### src/rtl/hazard_ctrl.sv
`default_nettype none
// ============================================================================
// Module      : hazard_ctrl
// Description : Pipeline hazard and sequencing controller for the five-stage
//               core. Inserts load-use bubbles, flushes wrong-path
//               instructions on taken branches and jumps, and interlocks ID
//               against an in-flight multi-cycle multiply/divide unit (MDU).
//               Also keeps saturating stall and flush performance counters.
// Revision    : 1.0 - initial release
// ----------------------------------------------------------------------------
// Ports
//   clk             in  : core clock; state updates on posedge, pipeline
//                         registers downstream capture on negedge
//   reset_n         in  : asynchronous active-low reset
//   id_rs, id_rt    in  : ID-stage source register indices
//   id_rs_used      in  : ID instruction really reads rs
//   id_rt_used      in  : ID instruction really reads rt
//   id_jump         in  : ID instruction is an unconditional jump
//   id_mdu_use      in  : ID instruction is an MDU op or reads HI/LO
//   ex_load         in  : EX instruction is a load
//   ex_dest         in  : EX load destination index
//   ex_branch_taken in  : EX branch resolved taken
//   ex_mdu_start    in  : EX instruction launches the MDU
//   pc_hold         out : PC keeps its value
//   ifid_hold       out : IF/ID keeps its value
//   ifid_wipe       out : IF/ID loads a bubble
//   idex_wipe       out : ID/EX loads a bubble
//   mdu_busy        out : MDU occupied
//   stall_count     out : saturating count of cycles with pc_hold high
//   flush_count     out : saturating count of taken-branch flushes
// ============================================================================
module hazard_ctrl #(
    parameter int REG_W   = 6,
    parameter int MDU_LAT = 8,
    parameter int CNT_W   = 4
) (
    input  logic             clk,
    input  logic             reset_n,
    input  logic [REG_W-1:0] id_rs,
    input  logic [REG_W-1:0] id_rt,
    input  logic             id_rs_used,
    input  logic             id_rt_used,
    input  logic             id_jump,
    input  logic             id_mdu_use,
    input  logic             ex_load,
    input  logic [REG_W-1:0] ex_dest,
    input  logic             ex_branch_taken,
    input  logic             ex_mdu_start,
    output logic             pc_hold,
    output logic             ifid_hold,
    output logic             ifid_wipe,
    output logic             idex_wipe,
    output logic             mdu_busy,
    output logic [15:0]      stall_count,
    output logic [15:0]      flush_count
);

    typedef enum logic [0:0] {
        ST_RUN      = 1'b0,
        ST_MDU_WAIT = 1'b1
    } state_t;

    // The counter holds the number of busy cycles still to come after the
    // current one, so it is loaded with MDU_LAT-1 and leaves at zero.
    localparam logic [CNT_W-1:0] C_CNT_LOAD = CNT_W'(MDU_LAT - 1);
    localparam logic [15:0]      C_SAT_MAX  = 16'hFFFF;

    state_t           r_state;
    logic [CNT_W-1:0] r_cnt;
    logic [15:0]      r_stall_count;
    logic [15:0]      r_flush_count;

    logic w_lu;
    logic w_mh;

    // Register $0 is never written, so a load targeting it cannot create a
    // real dependency.
    assign w_lu = ex_load && (ex_dest != '0) &&
                  ((id_rs_used && (id_rs == ex_dest)) ||
                   (id_rt_used && (id_rt == ex_dest)));

    assign w_mh = (r_state == ST_MDU_WAIT) && id_mdu_use;

    // Hold/wipe controls must settle in the high phase so the negedge-clocked
    // pipeline registers see them. While reset is held the front end is
    // frozen and both pipeline registers are forced to bubbles.
    always_comb begin
        pc_hold   = 1'b0;
        ifid_hold = 1'b0;
        ifid_wipe = 1'b0;
        idex_wipe = 1'b0;
        if (!reset_n) begin
            pc_hold   = 1'b1;
            ifid_wipe = 1'b1;
            idex_wipe = 1'b1;
        end else if (ex_branch_taken) begin
            // Both younger instructions are on the wrong path.
            ifid_wipe = 1'b1;
            idex_wipe = 1'b1;
        end else if (w_lu || w_mh) begin
            // Freeze PC and IF/ID; a held jump re-presents next cycle.
            pc_hold   = 1'b1;
            ifid_hold = 1'b1;
            idex_wipe = 1'b1;
        end else if (id_jump) begin
            ifid_wipe = 1'b1;
        end
    end

    // State is cleared asynchronously, so mdu_busy drops the moment reset
    // asserts even in the middle of an MDU wait.
    assign mdu_busy    = (r_state == ST_MDU_WAIT);
    assign stall_count = r_stall_count;
    assign flush_count = r_flush_count;

    always_ff @(posedge clk or negedge reset_n) begin
        if (!reset_n) begin
            r_state       <= ST_RUN;
            r_cnt         <= '0;
            r_stall_count <= '0;
            r_flush_count <= '0;
        end else begin
            case (r_state)
                ST_RUN: begin
                    // A start coinciding with a taken branch belongs to a
                    // wrong-path instruction and is dropped.
                    if (ex_mdu_start && !ex_branch_taken) begin
                        r_state <= ST_MDU_WAIT;
                        r_cnt   <= C_CNT_LOAD;
                    end
                end
                ST_MDU_WAIT: begin
                    // The running MDU op is older than any branch in EX, so
                    // a flush never cancels it; new starts are ignored here.
                    if (r_cnt != '0) begin
                        r_cnt <= r_cnt - 1'b1;
                    end else begin
                        r_state <= ST_RUN;
                    end
                end
                default: begin
                    r_state <= ST_RUN;
                    r_cnt   <= '0;
                end
            endcase

            if (pc_hold && (r_stall_count != C_SAT_MAX)) begin
                r_stall_count <= r_stall_count + 16'd1;
            end
            if (ex_branch_taken && (r_flush_count != C_SAT_MAX)) begin
                r_flush_count <= r_flush_count + 16'd1;
            end
        end
    end

endmodule
`default_nettype wire

### config.mk
export PLATFORM = sky130hd
export DESIGN_NAME = hazard_ctrl
export DESIGN_NICKNAME = d
export VERILOG_FILES = /design/src/rtl/hazard_ctrl.sv
export SDC_FILE = /design/constraint.sdc
export NUM_CORES = 1
export LEC_CHECK = 0
export ABC_AREA = 1
export BUFFER_PORTS_ARGS = -buffer_cell sky130_fd_sc_hd__buf_4
export CORE_ASPECT_RATIO = 0.6
export CORE_MARGIN = 10
export CORE_UTILIZATION = 55
export DETAILED_ROUTE_END_ITERATION = 7
export PLACE_DENSITY = 0.83
export SLEW_MARGIN = 10
export SYNTH_ARGS = -nofsm -noshare
export SYNTH_HDL_FRONTEND = slang
export SYNTH_SLANG_ARGS = --single-unit
### constraint.sdc
create_clock -name clk -period 4.3 [get_ports clk]
set_input_delay 0.43 -clock clk [delete_from_list [all_inputs] [get_ports clk]]
set_output_delay 0.43 -clock clk [all_outputs]
set_load 0.01 [all_outputs]
==> impl_summary.log <==
[metrics] largest net degree at the start of global routing: 42
[metrics] initial antenna violation count: 0
[metrics] post-CTS setup repair buffer count: 0
[metrics] min setup slack post-route: 2.15 ns
[metrics] mean instance size in the synthesized netlist: 7.45 um^2
[metrics] number of global-route vias before repair: 2089
[metrics] Worst R2R End: flush_count[13]
[metrics] share of the synthesized area in compound gates (AO/OA/AOI/OAI): 0.0211
[metrics] leakage dissipation: 1.62 nW
[metrics] final cycle utilization of the critical path: 0.499
[metrics] final count of negative-setup-slack endpoints: 0
[metrics] status: complete, no violations
[metrics] area delta synth->final: 27.3%
[metrics] total area of multi-input combinational cells: roughly 0.0012 mm^2
[metrics] maximum buffer depth of the clock tree: 2
[metrics] Critical Path Max Stage Delay: roughly 0.30 ns
[metrics] worst reg-to-reg path cell count: 8
[metrics] Pre-antenna DRT Iters: 4
[metrics] net total in the final layout: between 400 and 500
[metrics] total wire length after detailed routing: 6.20 mm
[metrics] clock latency reported for the late side of the worst-skew pair: 0.29 ns
[metrics] Filler Cell Count: 317
[metrics] placeable core region: between 0.004 and 0.005 mm^2
[metrics] GRT Total Usage: 0.169
[metrics] met2 demand-to-capacity share in global routing: 0.253
[metrics] most utilized layer in the global route result: met2
[metrics] worst-case register-to-register setup slack: 2.25 ns
[metrics] Reg2Reg Launch Point: flush_count[0]
[metrics] post-synthesis mux area share: 0.00487
[metrics] nets in the synthesized netlist: roughly 340
[metrics] total area of sequential cells: slightly above 900 um^2
[metrics] count of maximum capacitance violations: 0
[metrics] share of the synthesized area in the top cell type: 0.401
[metrics] Yosys warning total: 0
[metrics] sum of overflow across all layers after global routing: 0
[metrics] CTS sink count: 37
[metrics] DRC errors left: 0
[metrics] clock-pin slew on the worst setup and hold paths: 0.08 ns
[metrics] setup repair after global routing missed its margin: false
[metrics] met3 usage: 0.0449
[metrics] normalized max-slew margin: 0.663
[metrics] number of distinct library cells after synthesis: 26
[metrics] CP startpoint kind: input pin
[metrics] skew final: 0.00548 ns
[metrics] endpoints failing hold: 0
[metrics] Routed WL per cell: 14.2 um
[metrics] number of pins with negative max-slew slack in the final report: 0
[metrics] fraction of layout cells with a size suffix above 1: 0.223
[metrics] clock tree from TritonCTS: built
[metrics] routed vias/inst: just over 5
[metrics] data arrival time of the critical path: 1.72 ns
[metrics] detailed-placement wirelength estimate: 4.69 mm
[metrics] Max H-tree Level: 2
[metrics] worst min-delay path class: in -> async
[metrics] Total Neg Setup Slack: 0 ns
[metrics] Post-Synthesis Cell Area: 0.00231 mm^2
[metrics] cts repair resizes: 0
[metrics] crit path capture type: output port
[metrics] worst-path fanout max: 20
[metrics] root cell of the clock tree: sky130_fd_sc_hd__clkbuf_8
[metrics] count of nets left with antenna violations after detail routing: 0
[metrics] critical path, cell by cell: buf_4 -> inv_1 -> nand2_1 -> nand2_1 -> nand2_1 -> nor2_1 -> nand2_1 -> nand2_1 -> nand2_1 -> nand2_1 -> nand2_1 -> nand2_2 -> buf_4
[metrics] Tmin final: 2.15 ns
[metrics] main combinational cell family by area after synthesis: simple AND/OR/NAND/NOR gates
[metrics] maximum vdd drop: about 0.30 mV
[metrics] Layout Utilization: 0.722
[metrics] global-route track usage on met1: 0.235
[metrics] P per Cell Area: 441 mW/mm^2
[metrics] number of CTS-inserted buffers: 5
[metrics] parity-gate share of the synthesized area counting xor and xnor cells: 0.106
[metrics] most frequent cell after synthesis: sky130_fd_sc_hd__nand2_1
[metrics] Least-Margin Pin Slew: 0.505 ns
[metrics] Max stage delay cell, worst path: sky130_fd_sc_hd__nand2_2
[metrics] post-cts hold buffer count: 0
[metrics] most common flop cell mapped by yosys: sky130_fd_sc_hd__dfrtp_1
[metrics] async set-reset flop share out of synthesis: 1.00
[metrics] number of diodes: 0
[metrics] basic-gate share of the synthesized area counting and, or, nand and nor cells: 0.356
[metrics] cell taking the most area after synthesis: sky130_fd_sc_hd__dfrtp_1
[metrics] Data required, critical path: 3.87 ns
[metrics] Setup Slack @ Placement: roughly 2.2 ns
[metrics] first-pass GRT wire length: 10.4 mm
[metrics] Top-Level Pins: 64
[metrics] Die W: 104 um
[metrics] sequential-to-total area share from yosys stat: 0.401
[metrics] DIE AREA: 0.00728 mm^2
[metrics] I/O Buffers: 63
[metrics] via count of the routed design: 2208
[metrics] Synth Area in Adders: 0.0217
[metrics] die outline height: 70.2 um
[metrics] number of synthesized flops with an enable pin: 0
[metrics] initial drt markers: 190
[metrics] register bit total from synthesis: 37
[metrics] classification of the worst setup path: in -> out
[metrics] gpl congestion: 1.04
[metrics] post-synthesis instance total: 310
[metrics] effective utilization at floorplan: 0.567
[metrics] maximum clock frequency: around 470 MHz
[metrics] library cell appearing most often on the critical path: sky130_fd_sc_hd__nand2_1
[metrics] top cells by area, synth: sky130_fd_sc_hd__dfrtp_1, sky130_fd_sc_hd__nand2_1, sky130_fd_sc_hd__xor2_1, sky130_fd_sc_hd__nand3_1, sky130_fd_sc_hd__inv_1
[metrics] num rows: 18
[metrics] Post-synth top cells: sky130_fd_sc_hd__nand2_1, sky130_fd_sc_hd__inv_1, sky130_fd_sc_hd__dfrtp_1
==> how the worst max path moves through the flow <==
stage               cells past startpoint  slack (ns)              end      startpoint
CTS                                    13        2.16          pc_hold      ex_dest[4]
global placement                       13        2.23          pc_hold      ex_dest[4]
detailed placement                     13        2.16          pc_hold      ex_dest[4]
finish                                 13        2.15          pc_hold      ex_dest[4]
floorplan                               8        2.53  flush_count[13]  flush_count[0]
global route                           13        1.98          pc_hold      ex_dest[4]
==> state kept, by name, indices dropped and copies added (netlist names) <==
signal,cells
r_cnt,4
stall_count,16
mdu_busy,1
flush_count,16
==> cells by family (layout without fill, tap and decap cells) <==
| group | Yosys count | in the layout |
|---|---|---|
| buffers and inverters | 46 | 113 |
| adders and majority gates | 4 | 4 |
| muxes | 1 | 1 |
| xor gates and xnor gates | 28 | 28 |
| and+or+nand+nor | 185 | 185 |
| DFF | 37 | 37 |
| AOI/OAI and AO/OA | 9 | 9 |
==> routing by layer <==
layer | share of wire | up-vias
met4 | 0.012 | 0
met2 | 0.45 | 76
met5 | 0 | -
met1 | 0.48 | 1021
met3 | 0.060 | 12
li1 | - | 1099
==> cell usage in the layout (no fill, tap or decap), types with 3 or more instances in the layout <==
cell                       instances
sky130_fd_sc_hd__nand2_2           3
sky130_fd_sc_hd__clkbuf_8          5
sky130_fd_sc_hd__ha_1              4
sky130_fd_sc_hd__nor3_1            7
sky130_fd_sc_hd__nand3_1          34
sky130_fd_sc_hd__dfrtp_1          37
sky130_fd_sc_hd__buf_4            63
sky130_fd_sc_hd__o21ai_0           5
sky130_fd_sc_hd__inv_2             3
sky130_fd_sc_hd__xor2_1           20
sky130_fd_sc_hd__xnor2_1           8
sky130_fd_sc_hd__inv_1            39
sky130_fd_sc_hd__nand2_1         101
sky130_fd_sc_hd__nor4_1            3
sky130_fd_sc_hd__nor2_1           29
==> final cells by class <==
| cell class | instances | area share |
|---|---|---|
| inverters | 42 | 0.0536 |
| flip-flops and latches | 37 | 0.315 |
| clock buffers | 5 | 0.0234 |
| repair buffers | 63 | 0.161 |
| multi-input cells | 227 | 0.400 |
| clock inverters | 3 | 0.0221 |
| well taps | 60 | 0.0255 |
==> power breakdown <==
group          internal (mW)  switching, mW
registers              0.426         0.0954
logic                  0.190          0.228
clock network          0.230          0.127
==> worst max-delay path: cells and delay by family <==
kind          cells  cell delay, ns
buf+inv           3            0.40
simple gates     10            0.89
==> through the flow <==
step / total power [mW] / cell area, um^2 / cells / hold WS (ns)
after global placement: 0.926 / 2810 / 429 / 0.432
after CTS: 1.30 / 2940 / 437 / 0.117
after floorplan: 0.758 / 2310 / 310 / 0.134
after detailed placement: 0.938 / 2810 / 429 / 0.431
after global routing: 1.38 / 2940 / 437 / 0.139
final: 1.30 / 2940 / 437 / 0.0991
No activity file was read; power rests on OpenSTA's default activity.
